## src/rtl/ps2_host_tx.sv

```systemverilog
// PS/2 host-to-device transmitter: inhibits the bus, issues a request-to-send, then shifts
// one command byte out on device-generated clock falls and collects the device ack.
module ps2_host_tx #(
   parameter int unsigned INHIBIT_CYCLES = 5000,
   parameter int unsigned TIMEOUT_CYCLES = 1500000
) (
   input  logic       clk,
   input  logic       reset_n,
   input  logic       tx_valid,
   input  logic [7:0] tx_data,
   output logic       tx_ready,
   input  logic       ps2_clk_in,
   input  logic       ps2_data_in,
   output logic       ps2_clk_oe,
   output logic       ps2_data_oe,
   output logic       busy,
   output logic       done,
   output logic       error,
   output logic [1:0] err_code
);

   localparam int unsigned MaxCycles =
      (INHIBIT_CYCLES > TIMEOUT_CYCLES) ? INHIBIT_CYCLES : TIMEOUT_CYCLES;
   localparam int unsigned CntW = $clog2(MaxCycles + 1);
   localparam logic [CntW-1:0] InhibitLast = CntW'(INHIBIT_CYCLES - 1);
   localparam logic [CntW-1:0] TimeoutLast = CntW'(TIMEOUT_CYCLES - 1);

   typedef enum logic [2:0] {
      StIdle,
      StInhibit,
      StReq,
      StSend,
      StAck,
      StRelease
   } state_t;

   state_t          state;
   logic            clk_prev;
   logic [10:0]     frame;     // {stop, parity, data[7:0], start}
   logic [3:0]      bit_idx;
   logic [3:0]      next_idx;
   logic [CntW-1:0] cnt;
   logic            nack;
   logic            fall;
   logic            timed;
   logic            accept;

   assign fall     = clk_prev & ~ps2_clk_in;
   assign timed    = (state == StSend) || (state == StAck) || (state == StRelease);
   // Held low during the done/error pulse so a waiting request starts one cycle later.
   assign tx_ready = (state == StIdle) & ~done & ~error;
   assign busy     = (state != StIdle);
   assign accept   = tx_valid & tx_ready;
   assign next_idx = bit_idx + 4'd1;

   always_ff @(posedge clk or negedge reset_n) begin
      if (!reset_n) begin
         state       <= StIdle;
         clk_prev    <= 1'b1;
         frame       <= '0;
         bit_idx     <= '0;
         cnt         <= '0;
         nack        <= 1'b0;
         ps2_clk_oe  <= 1'b0;
         ps2_data_oe <= 1'b0;
         done        <= 1'b0;
         error       <= 1'b0;
         err_code    <= 2'b00;
      end else begin
         clk_prev <= ps2_clk_in;
         done     <= 1'b0;
         error    <= 1'b0;
         if (timed) begin
            cnt <= fall ? '0 : cnt + 1'b1;
         end
         // Device went silent: abort wins over a fall arriving on the same edge.
         if (timed && (cnt == TimeoutLast)) begin
            state       <= StIdle;
            ps2_clk_oe  <= 1'b0;
            ps2_data_oe <= 1'b0;
            error       <= 1'b1;
            err_code    <= 2'b01;
         end else begin
            unique case (state)
               StIdle: begin
                  if (accept) begin
                     state      <= StInhibit;
                     frame      <= {1'b1, ~^tx_data, tx_data, 1'b0};
                     cnt        <= '0;
                     bit_idx    <= '0;
                     nack       <= 1'b0;
                     ps2_clk_oe <= 1'b1;
                  end
               end
               StInhibit: begin
                  if (cnt == InhibitLast) begin
                     state       <= StReq;
                     ps2_data_oe <= 1'b1;
                  end else begin
                     cnt <= cnt + 1'b1;
                  end
               end
               StReq: begin
                  state       <= StSend;
                  ps2_clk_oe  <= 1'b0;
                  ps2_data_oe <= ~frame[0];
                  bit_idx     <= '0;
                  cnt         <= '0;
               end
               StSend: begin
                  if (fall) begin
                     bit_idx     <= next_idx;
                     ps2_data_oe <= ~frame[next_idx];
                     if (bit_idx == 4'd9) begin
                        state <= StAck;
                     end
                  end
               end
               StAck: begin
                  if (fall) begin
                     nack  <= ps2_data_in;
                     state <= StRelease;
                  end
               end
               StRelease: begin
                  if (ps2_clk_in && ps2_data_in) begin
                     state <= StIdle;
                     done  <= ~nack;
                     error <= nack;
                     if (nack) begin
                        err_code <= 2'b10;
                     end
                  end
               end
               default: state <= StIdle;
            endcase
         end
      end
   end

endmodule

```

## config.mk

```make
export PLATFORM = sky130hd
export DESIGN_NAME = ps2_host_tx
export DESIGN_NICKNAME = d
export VERILOG_FILES = /design/src/rtl/ps2_host_tx.sv
export SDC_FILE = /design/constraint.sdc
export NUM_CORES = 1
export LEC_CHECK = 0
export ABC_AREA = 1
export CAP_MARGIN = 20
export CELL_PAD_IN_SITES_DETAIL_PLACEMENT = 1
export CELL_PAD_IN_SITES_GLOBAL_PLACEMENT = 2
export CORE_MARGIN = 2
export CORE_UTILIZATION = 37
export CTS_BUF_LIST = sky130_fd_sc_hd__clkbuf_4
export CTS_CLUSTER_SIZE = 30
export DETAILED_ROUTE_END_ITERATION = 8
export PLACE_DENSITY_LB_ADDON = 0.08
export RECOVER_POWER = 100
export SKIP_CTS_REPAIR_TIMING = 1
export SYNTH_ARGS = -nofsm -noshare
export SYNTH_HDL_FRONTEND = slang
export SYNTH_SLANG_ARGS = --single-unit
```

## constraint.sdc

```tcl
create_clock -name clk -period 3.65 [get_ports clk]
set_input_delay 0.365 -clock clk [delete_from_list [all_inputs] [get_ports clk]]
set_output_delay 0.365 -clock clk [all_outputs]
set_load 0.02 [all_outputs]
```

==> metrics <==
CP Buf/Inv Count 1; final hold vios 0; part of the cycle the worst path needs approximately two thirds; WP data required about 3.9 ns; WL/cell between 15 and 20 microns; Clock Tree Buf Depth 2; Net Sw Frac between 40% and 50%; Chip Height between 90 and 100 microns; status finished, final reports clean; CTS tree built; achievable clock frequency just over 400 MHz; post-synthesis sequential area ratio between 30% and 40%; Hold Path Class reg -> reg; fill count 1,052; die area 0.00909 sq mm; setup TNS 0 ns; final net count approximately 480; Pwr per Cell Area 546 mW/mm^2; antenna violations before repair 0; final wirelength ~8.6 mm; largest net degree at the start of global routing 32; WHS approximately 0.47 ns; cells after synthesis between 400 and 500; cells along the critical path inv_1 -> nand2_1 -> nand3_1 -> nand3_1 -> nand3_1 -> nand2_1 -> nand2_1; Initial Util 38.0%; largest delay contributor family on the critical path simple AND/OR/NAND/NOR gates; Post-synth top flop dfrtp_1; Crit Path Max Fanout 16; peak supply drop approximately 0.31 mV; DRC errors left 0; max incr delay on CP roughly 0.6 ns; layout cells sized above 1 just over 4%; Port Buffers 20; # IOs 21; final setup vio count 0; Die X approximately 95 microns; core area just over 0.008 sq mm; worst setup path class reg -> reg; vias per cell 5.01; slowest CP cell nand3_1; Comb pwr share 47.4%; area grow syn2layout 8.18%; htree depth 2; internal cell power 0.000935 W; EDFF count, synth 0; library cells used by synthesis 35; Avg Cell Area, Syn approximately 6.9 sq um; synthesis-stage register bit count 46; Synth Cell Area just over 0.003 sq mm; synth warn 0; DP HPWL between 6 and 7 mm; clock-pin slew on the worst setup and hold paths between 0.1 and 0.15 ns; Pins Over Slew Limit 0; GPL Wtd Cong approximately 0.80; # diodes 0; sequential share of power 39.1%; min Tclk post-route between 2 and 2.5 ns; Worst Skew 0.0206 ns; Tot GR Track Use 20.8%; worst slew pin tran around 0.99 ns; unrepaired setup endpoints after global routing false; Rows 33; Antenna Nets Post-Route 0; CP Capture Type flip-flop; initial DRC count 80; first-pass GRT wire length about 15 mm; CP Launch Type flip-flop; Via Count around 2,900; asr flop ratio synth 100%; number of max-cap violations 0; worst skew pair latency approximately 0.37 ns; root buf cell clkbuf_4; total CTS buffers 5; clock power share around 14%; Psw slightly below 0.0009 W; number of global-route vias before repair between 3,000 and 4,000; Syn Nets 465; GRT overflow 0; CTS sink cnt 46; worst endpoint data arrival time ~2.7 ns; drt pass-1 iters 4; Worst slew margin roughly a third; LEAKAGE 1.68 nW
flip-flops by register name (all words and copies together), names as in the netlist:
name	count
bit_idx	4
clk_prev	1
cnt	21
done	1
err_code	2
error	1
frame	10
nack	1
ps2_clk_oe	1
ps2_data_oe	1
state	3
layer usage:
metal / track usage, % / part of all wire, % / vias to the layer above
met5: 0 / 0 / -
met4: 3.38 / 0.58 / 0
met3: 2.85 / 1.9 / 4
met2: 38.7 / 51 / 29
met1: 25.8 / 47 / 1388
li1: - / - / 1447
power groups by stage:
stage	Combinational, W	Clock, W	Sequential (W)
after global placement	0.000910	0	0.000722
final	0.000863	0.000247	0.000712
after global routing	0.000996	0.000278	0.000730
after floorplan	0.000732	0	0.000673
after CTS	0.000918	0.000260	0.000715
after detailed placement	0.000917	0	0.000724
placed cells by master (no fill, tap or decap), types with 3 or more instances in the layout:
| cell type | n |
|---|---|
| nand2_1 | 144 |
| nor2_1 | 49 |
| dfrtp_1 | 45 |
| ha_1 | 3 |
| inv_1 | 54 |
| xnor2_1 | 8 |
| nor3_1 | 4 |
| a21oi_1 | 8 |
| dlygate4sd3_1 | 10 |
| nand4_1 | 10 |
| clkbuf_4 | 5 |
| clkdlybuf4s50_1 | 10 |
| nand3_1 | 59 |
| o21ai_0 | 24 |
| xor2_1 | 11 |
area by class of cell:
class / instances / area, sq um / share of cell area (%)
Multi-Input combinational cell: 336 / 1590 / 47.5
Sequential cell: 46 / 1150 / 34.5
Timing Repair Buffer: 22 / 211 / 6.33
Inverter: 56 / 210 / 6.29
Tap cell: 105 / 131 / 3.93
Clock buffer: 5 / 37.5 / 1.12
Clock inverter: 2 / 10.0 / 0.300
worst reg2reg max path: stages (launching register included):
cell and delay (ns):
dfrtp_1 0.58, inv_1 0.18, nand2_1 0.22, nand3_1 0.37, nand3_1 0.59, nand3_1 0.26
nand2_1 0.12, nand2_1 0.05
cells in the mapped netlist, types with 2 or more instances:
library cell  instances  area (sq um)
nand2_1             139           522
nand3_1              56           280
inv_1                52           195
nor2_1               49           184
dfrtp_1              45          1130
o21ai_0              23           115
xor2_1               11          96.3
nand4_1              10          62.6
xnor2_1               8          70.1
a21oi_1               7          35.0
buf_6                 6          67.6
nand2_2               6          37.5
inv_2                 4          15.0
ha_1                  3          37.5
nand3_2               3          30.0
nor3_1                3          15.0
a21oi_2               2          17.5
buf_4                 2          15.0
o22ai_1               2          12.5
or2_0                 2          12.5
or2_2                 2          12.5
stage by stage:
step	total power (W)	cells	utilization [%]	area [sq um]	worst slack (ns)
4_1_cts	0.00189	571	41.5	3370	1.29
6_report	0.00182	572	41.1	3340	1.17
2_1_floorplan	0.00140	449	-	3090	1.96
3_5_place_dp	0.00164	564	40.9	3330	1.62
3_3_place_gp	0.00163	564	40.9	3330	1.68
5_1_grt	0.00200	572	41.1	3340	0.905
worst paths after layout:
kind                            cells after the start         end      from  slack [ns]
worst max-delay path                                7  bit_idx[3]  state[2]        1.17
worst min-delay path                                1        done      nack        0.47
worst max register to register                      7  bit_idx[3]  state[2]        1.17
worst min register to register                      1        done      nack        0.47
max in group asynchronous                           3  bit_idx[1]   reset_n        1.99
min in group asynchronous                           2     cnt[15]   reset_n        0.65
cells by family after synthesis:
logic type                 after synthesis  synth area share (%)
and+or+nand+nor                        276                  39.4
buffers and inverters                   67                  9.93
DFF                                     46                  37.3
AOI/OAI and AO/OA                       38                  6.73
xor gates and xnor gates                19                  5.39
adders and majority gates                3                  1.22
Power figures use the tool's default switching activity.
